==> src/rtl/mod_retire_wb.sv <==
`default_nettype none
// ============================================================================
// Module      : mod_retire_wb
// Description : Writeback/retire stage. Buffers execute results in an
//               in-order queue, commits up to two 64-bit register writes per
//               cycle into a 16x64 register file, owns the busy scoreboard,
//               provides bypassed read ports and a sticky end-of-sim flag.
// Revision    : 1.0 - initial release
// ============================================================================
module mod_retire_wb #(
    parameter int          QDEPTH     = 2,
    parameter logic [63:0] STACK_INIT = 64'h0
) (
    input  logic        clk,
    input  logic        reset,
    input  logic        in_valid,
    output logic        in_ready,
    input  logic [63:0] in_pc,
    input  logic        in_wa_en,
    input  logic [3:0]  in_wa_idx,
    input  logic [63:0] in_wa_data,
    input  logic        in_wb_en,
    input  logic [3:0]  in_wb_idx,
    input  logic [63:0] in_wb_data,
    input  logic        in_sim_end,
    input  logic        wb_stall,
    input  logic [3:0]  rd0_idx,
    input  logic [3:0]  rd1_idx,
    output logic [63:0] rd0_data,
    output logic [63:0] rd1_data,
    input  logic        sb_set_en,
    input  logic [3:0]  sb_set_idx,
    output logic [15:0] score_board,
    output logic        retire_valid,
    output logic [63:0] retire_pc,
    output logic [63:0] retire_count,
    output logic        sim_done
);

    localparam int          C_AW    = (QDEPTH > 1) ? $clog2(QDEPTH) : 1;
    localparam logic [C_AW:0] C_DEPTH = (C_AW + 1)'(QDEPTH);

    // Queue storage (not reset: validity is tracked by the occupancy count)
    logic [63:0] r_q_pc      [QDEPTH];
    logic        r_q_wa_en   [QDEPTH];
    logic [3:0]  r_q_wa_idx  [QDEPTH];
    logic [63:0] r_q_wa_data [QDEPTH];
    logic        r_q_wb_en   [QDEPTH];
    logic [3:0]  r_q_wb_idx  [QDEPTH];
    logic [63:0] r_q_wb_data [QDEPTH];
    logic        r_q_sim_end [QDEPTH];

    logic [C_AW-1:0] r_wr_ptr;
    logic [C_AW-1:0] r_rd_ptr;
    logic [C_AW:0]   r_count;

    logic [63:0] r_regs [16];
    logic [15:0] r_score_board;
    logic        r_retire_valid;
    logic [63:0] r_retire_pc;
    logic [63:0] r_retire_count;
    logic        r_sim_done;

    logic        w_full;
    logic        w_empty;
    logic        w_push;
    logic        w_pop;
    logic        w_wa_act;
    logic        w_wb_act;
    logic [15:0] w_sb_next;

    // Handshake and commit qualification; ready depends on registered state only
    assign w_full   = (r_count == C_DEPTH);
    assign w_empty  = (r_count == '0);
    assign in_ready = !w_full && !r_sim_done;
    assign w_push   = in_valid && in_ready;
    assign w_pop    = !w_empty && !wb_stall && !r_sim_done;

    // An end-of-simulation entry suppresses its register writes
    assign w_wa_act = w_pop && r_q_wa_en[r_rd_ptr] && !r_q_sim_end[r_rd_ptr];
    assign w_wb_act = w_pop && r_q_wb_en[r_rd_ptr] && !r_q_sim_end[r_rd_ptr];

    // Write accepted entries into the tail slot
    always_ff @(posedge clk) begin
        if (w_push) begin
            r_q_pc[r_wr_ptr]      <= in_pc;
            r_q_wa_en[r_wr_ptr]   <= in_wa_en;
            r_q_wa_idx[r_wr_ptr]  <= in_wa_idx;
            r_q_wa_data[r_wr_ptr] <= in_wa_data;
            r_q_wb_en[r_wr_ptr]   <= in_wb_en;
            r_q_wb_idx[r_wr_ptr]  <= in_wb_idx;
            r_q_wb_data[r_wr_ptr] <= in_wb_data;
            r_q_sim_end[r_wr_ptr] <= in_sim_end;
        end
    end

    // Queue pointers and occupancy; pointers wrap naturally at QDEPTH
    always_ff @(posedge clk or posedge reset) begin
        if (reset) begin
            r_wr_ptr <= '0;
            r_rd_ptr <= '0;
            r_count  <= '0;
        end else begin
            if (w_push) r_wr_ptr <= r_wr_ptr + 1'b1;
            if (w_pop)  r_rd_ptr <= r_rd_ptr + 1'b1;
            case ({w_push, w_pop})
                2'b10:   r_count <= r_count + 1'b1;
                2'b01:   r_count <= r_count - 1'b1;
                default: r_count <= r_count;
            endcase
        end
    end

    // Architectural register file; port B is written last so it wins a tie
    always_ff @(posedge clk or posedge reset) begin
        if (reset) begin
            for (int i = 0; i < 16; i++) begin
                r_regs[i] <= (i == 4) ? STACK_INIT : 64'h0;
            end
        end else begin
            if (w_wa_act) r_regs[r_q_wa_idx[r_rd_ptr]] <= r_q_wa_data[r_rd_ptr];
            if (w_wb_act) r_regs[r_q_wb_idx[r_rd_ptr]] <= r_q_wb_data[r_rd_ptr];
        end
    end

    // Scoreboard next state: commit clears first, then a decode set overrides
    always_comb begin
        w_sb_next = r_score_board;
        if (w_wa_act) w_sb_next[r_q_wa_idx[r_rd_ptr]] = 1'b0;
        if (w_wb_act) w_sb_next[r_q_wb_idx[r_rd_ptr]] = 1'b0;
        if (sb_set_en) w_sb_next[sb_set_idx] = 1'b1;
    end

    // Scoreboard, retire reporting and the sticky end flag
    always_ff @(posedge clk or posedge reset) begin
        if (reset) begin
            r_score_board  <= '0;
            r_retire_valid <= 1'b0;
            r_retire_pc    <= '0;
            r_retire_count <= '0;
            r_sim_done     <= 1'b0;
        end else begin
            r_score_board  <= w_sb_next;
            r_retire_valid <= w_pop;
            if (w_pop) begin
                r_retire_pc    <= r_q_pc[r_rd_ptr];
                r_retire_count <= r_retire_count + 64'd1;
                if (r_q_sim_end[r_rd_ptr]) r_sim_done <= 1'b1;
            end
        end
    end

    // Read ports with bypass from the committing head: port B, then A, then array
    always_comb begin
        rd0_data = r_regs[rd0_idx];
        rd1_data = r_regs[rd1_idx];
        if (w_wa_act && (r_q_wa_idx[r_rd_ptr] == rd0_idx)) rd0_data = r_q_wa_data[r_rd_ptr];
        if (w_wb_act && (r_q_wb_idx[r_rd_ptr] == rd0_idx)) rd0_data = r_q_wb_data[r_rd_ptr];
        if (w_wa_act && (r_q_wa_idx[r_rd_ptr] == rd1_idx)) rd1_data = r_q_wa_data[r_rd_ptr];
        if (w_wb_act && (r_q_wb_idx[r_rd_ptr] == rd1_idx)) rd1_data = r_q_wb_data[r_rd_ptr];
    end

    assign score_board  = r_score_board;
    assign retire_valid = r_retire_valid;
    assign retire_pc    = r_retire_pc;
    assign retire_count = r_retire_count;
    assign sim_done     = r_sim_done;

endmodule
`default_nettype wire

==> config.mk <==
export PLATFORM = sky130hd
export DESIGN_NAME = mod_retire_wb
export DESIGN_NICKNAME = d
export VERILOG_FILES = /design/src/rtl/mod_retire_wb.sv
export SDC_FILE = /design/constraint.sdc
export NUM_CORES = 2
export LEC_CHECK = 0
export BUFFER_PORTS_ARGS = -buffer_cell sky130_fd_sc_hd__buf_4
export CORE_MARGIN = 4
export CORE_UTILIZATION = 30
export CTS_CLUSTER_DIAMETER = 50
export DETAILED_ROUTE_END_ITERATION = 10
export GPL_TIMING_DRIVEN = 0
export PLACE_DENSITY = 0.48
export REMOVE_ABC_BUFFERS = 1
export SYNTH_ARGS = -nofsm -noshare
export SYNTH_HDL_FRONTEND = slang
export SYNTH_SLANG_ARGS = --single-unit
==> constraint.sdc <==
create_clock -name clk -period 85.2 [get_ports clk]
set_input_delay 8.52 -clock clk [delete_from_list [all_inputs] [get_ports clk]]
set_output_delay 8.52 -clock clk [all_outputs]
set_load 0.01 [all_outputs]
# Word-level counts from Yosys, hierarchy flattened
# Memory sizes are Yosys's and may differ from the RTL's. A register that Yosys moved wholly into a read port is not among the register bits.
# Cells that the tools add are included.
# W data, S select, Z words.
# word_totals
mem_count	8
elab_cells	119
ram_bits	406
inputBits	220
regBits	1110
# op_classes
n_reduce_logical	25
n_mux	30
eq_ne	7
n_addsub	5
bitwise	9
order_cmp	12
# mem_list
name	words	width	read_ports	rd_clocked_by_memory_dff	write_ports	line	text
r_q_pc	2	64	1	1	1	44	logic [63:0] r_q_pc [QDEPTH];
r_q_wa_data	2	64	1	0	1	47	logic [63:0] r_q_wa_data [QDEPTH];
r_q_wb_data	2	64	1	0	1	50	logic [63:0] r_q_wb_data [QDEPTH];
r_q_wa_idx	2	4	1	0	1	46	logic [3:0] r_q_wa_idx [QDEPTH];
r_q_wb_idx	2	4	1	0	1	49	logic [3:0] r_q_wb_idx [QDEPTH];
r_q_sim_end	2	1	1	0	1	51	logic r_q_sim_end [QDEPTH];
+2 memories	-	-	-	-	-	-	
# op_table
cell	n
$bwmux W1024	2
$mux W1024	2
$mux W64	10
$bmux W64 S4	2
$demux W64 S4	2
$add A64 B1 Y64 const B	1
$mux W16	3
$and A16 B16 Y16	2
$not A16 Y16	2
$ge A5 B5 Y1 const B	4
$not A4 Y5	4
$logic_and A1 B1 Y1	17
$eq A4 B4 Y1	4
$or A16 B16 Y16	1
$lt A4 B5 Y1 const B	3
$demux W1 S4	3
$ge A4 B1 Y1 const B	3
$lt A5 B1 Y1 const B	2
$logic_not A1 Y1	5
$mux W1	5
$eq A2 B2 Y1 const B	2
$pmux W2 S2	1
$add A1 B1 Y1 const B	2
$add A2 B1 Y2 const B	1
other kinds (5)	5

# Longest topological paths before layout
# An unclocked memory read counts as a cell.
# depth
depth_word	12
depth_mapped	12
depth_no_buf	7

# Worst setup path before layout
# Ideal clock, no wire load.
# synth_timing
kind	input port to output port
start	input port wb_stall
end	output port rd1_data[10]
arrival_ns	10.500
cell_stages	8
path_slack_ns	66.180
t_required_ns	76.680
n_path_buf	3
cell_sequence	o21bai_2 > or4b_1 > buf_2 > buf_6 > nor3_4 > buf_6 > a32oi_1 > a22oi_1
# synth_between
elab_chain_cells	8
word_cells_on_any_way	11
classes_between	mux: 2; reduce/logical: 9
# synth_lines
item	line	text
from (decl)	26	input logic wb_stall,
$logic_not A1 Y1 (*)	77	assign w_pop = !w_empty && !wb_stall && !r_sim_done;
$logic_and A1 B1 Y1 (*) (2 in a row)	77	
$logic_and A1 B1 Y1 (2 in a row)	80	assign w_wa_act = w_pop && r_q_wa_en[r_rd_ptr] && !r_q_sim_end[r_rd_ptr];
$logic_and A1 B1 Y1	159	if (w_wa_act && (r_q_wa_idx[r_rd_ptr] == rd1_idx)) rd1_data = r_q_wa_data[r_rd_ptr];
$mux W64	159	
$mux W64 (*)	160	if (w_wb_act && (r_q_wb_idx[r_rd_ptr] == rd1_idx)) rd1_data = r_q_wb_data[r_rd_ptr];
to (decl)	30	output logic [63:0] rd1_data,
# Mark *: on every way between the ends. The rest lies on a longest branch, timed or not.

# Final worst setup path
# layout_timing
start	input port wb_stall
end	output port rd1_data[1]
# Same word-level chain as after synthesis.

==> flow_summary.toml <==
[placed_design]
dp_cells = 10500
place.gp.congestion = 0.748
place_hpwl_mm = 229
dpl-instance-area_mm2 = 0.100
io_buffers = 494

[yosys]
synth_cell_types = 57
synth-seq-area-share_pct = 47.4
syn_inst = 6420
synth_xor_area_share_pct = 0.838
synth_fa_ha_area_share_pct = 0.0285
synth_seq_cells = 1580
synth_top_family_by_area = "multiplexers"
postSynthAreaPerCell_um2 = 13.7
synth_simple_gate_area_share_pct = 3.09
synthMuxAreaShare_pct = 38.2
syn_area_mm2 = 0.0877
synth_edf_count = 406
synth_compound_area_share_pct = 6.30
synthFlopType = "dfrtp_1"
async_reset_ff_share_pct = 74.3
ys_warn_count = 0

[clock_tree]
clk_pin_slew_worst_paths_ps = 50
clk_latency_ps = 900
htreeDepth = 5
cts_setup_buffers = 0
cts_made_buffers = 265
ctsHoldBuffers = 0
cts_root_buf = "clkbuf_16"
cts.sinks = 1580
post_cts_resized = 0
tritoncts = "built"
clk_path_buf_depth = 4

[sta]
slew_headroom_pct = 3.67
period_share_pct = 25.8
setup_viol = 0
fin_worst_skew_ps = 61.6
hold_ws_ps = 474
max_freq_mhz = 45.5
tightest_slew_ps = 1440
rsz0062_at_grt = "no"
hold_viol = 0
setup_tns_ps = 0
drv_slew = 0
finalCriticalPeriod_ps = 21980

[setup_path]
arrival_ps = 13460
crit_chain = "buf_4 -> o21bai_2 -> or4b_4 -> buf_12 -> nor3_2 -> buf_6 -> buf_6 -> and2_4 -> buf_16 -> a22oi_1 -> buf_4"
crit_fanout = 33
critPathCaptureType = "primary output"
required_ps = 76680
cp_slowest_stage_delay_ps = 940
critical_path_class = "input pin to primary output"
cp-start-kind = "input pin"
crit_slowest_cell = "nor3_2"

[power]
seq_power_share_pct = 35.3
p_per_area_mw_per_mm2 = 23.8
p_int_mw = 1.77
p_switching_mw = 0.828
power_frac_comb_pct = 21.9
pwr-share-clk_pct = 42.8
p_leak_nw = 49.6
sw_frac_of_total_pct = 31.8
ir_worst_vdd_uv = 18.7

[global_route]
antenna_found_initial = 24
grt_start_max_net_pins = 118
grt_pass1_vias = 64300
grt_usage_pct = 22.2
grt_pass1_wl_mm = 489
overflow = 0

[die]
dieWidth_um = 549
io_pins = 495
die_area_mm2 = 0.301
start_util_pct = 30.1
placementRows = 198
die_y_um = 549
core_mm2 = 0.291

[detailed_routing]
dr.pass1.iters = 8
via_per_inst = 5.68
wl_per_cell_um = 31.5
route.detailed.drc = 0
num_vias = 62400
ant_nets = 0
wirelength_mm = 346
drt_iter0_drc = 6004

[final_layout]
nNetsFinal = 7074
final_cells = 11000
multiInputGateArea_mm2 = 0.0431
final_core_util_pct = 37.6
fin_area_mm2 = 0.109
fill_cells = 27600
final_common_cell = "mux2i_1"
final_cell_mix = "2120 x mux2i_1, 1173 x dfrtp_1, 512 x mux4_2, 491 x buf_4, 406 x edfxtp_1"
syn_to_final_growth_pct = 24.7
seq_area_mm2 = 0.0416
drive_above_1_share_pct = 28.0

[job]
drv_cap = 0

[status]
status = "finished clean"

[worst_hold_path]
hp-class = "flip-flop to flip-flop"
area by class of cell:
type                       count  share of cell area (%)
timing repair buffer         845                    9.72
tap                         3900                    4.46
antenna                       12                  0.0274
sequential                  1580                    38.0
multi-input combinational   4140                    39.4
clock inverter               146                    1.67
inverter                      20                  0.0755
clock buffer                 338                    6.69
metrics by stage:
step / setup slack [ps] / power [mW]
final: 63220 / 2.60
after global routing: 63240 / 2.71
after CTS: 63290 / 2.62
after detailed placement: 63290 / 1.49
after global placement: 26010 / 1.50
after floorplan: 43610 / 1.26
sequential cells by signal, summed over array words and instances (netlist names):
register / count
r_q_wb_idx: 8
score_board: 16
r_rd_ptr: 1
r_q_wa_data: 128
r_count: 2
r_q_wb_data: 128
sim_done: 1
r_q_wa_en: 2
r_q_wb_en: 2
retire_pc: 64
retire_count: 64
r_q_pc: 128
r_regs: 1024
r_wr_ptr: 1
r_q_wa_idx: 8
retire_valid: 1
r_q_sim_end: 2
critical path, delay by kind of cell:
kind	cells	cell delay, ps
compound gates	2	660
simple gates	3	2510
buf+inv	6	1600
logic make-up (layout without fill, tap and decap cells):
| logic type | after synthesis | in the layout |
|---|---|---|
| simple gates | 548 | 548 |
| mux | 2700 | 2700 |
| flops | 1580 | 1580 |
| other cells | 0 | 12 |
| fa+ha+maj | 2 | 2 |
| buf+inv | 700 | 1349 |
| compound gates | 806 | 806 |
| xor+xnor | 84 | 84 |
layer usage:
| layer | track usage [%] | part of all wire, % | up-vias |
|---|---|---|---|
| li1 | - | - | 25900 |
| met1 | 31.1 | 44 | 33300 |
| met2 | 33.8 | 45 | 2529 |
| met3 | 5.31 | 7.8 | 658 |
| met4 | 7.54 | 3.6 | 26 |
| met5 | 0 | 0.045 | - |
cells in the mapped netlist, drive strengths merged (64+ instances only):
cell type  instances  area [um2]
nor2             103         397
mux2              65         732
dfrtp           1174       29400
nand3             89         445
nand2            176         663
edfxtp           406       12200
mux2i           2123       21300
a21oi            134         671
mux4             512       11500
a2111oi           64         561
a22oi            322        2420
a31oi             64         400
clkbuf           283        1060
nor2b             71         444
a32oi             66         586
buf              397        2510
o21ai            128         641
path summary, 6_finish.rpt:
kind / from / end / slack [ps] / depth (start not counted)
setup / recovery: wb_stall / rd1_data[1] / 63220 / 11
hold / removal: retire_count[63] / retire_count[63] / 470 / 1
setup reg to reg: r_rd_ptr / r_regs[559] / 80250 / 14
hold reg to reg: retire_count[63] / retire_count[63] / 470 / 1
max in group asynchronous: reset / r_rd_ptr / 75290 / 5
min in group asynchronous: reset / r_regs[948] / 7700 / 2
power by group through the flow:
stage	logic, mW	clock network, mW	registers (mW)
final	0.569	1.11	0.918
after global routing	0.611	1.18	0.928
after CTS	0.566	1.14	0.917
after detailed placement	0.565	0	0.928
after global placement	0.538	0	0.961
after floorplan	0.315	0	0.940
No activity file was read; power rests on OpenSTA's default activity.
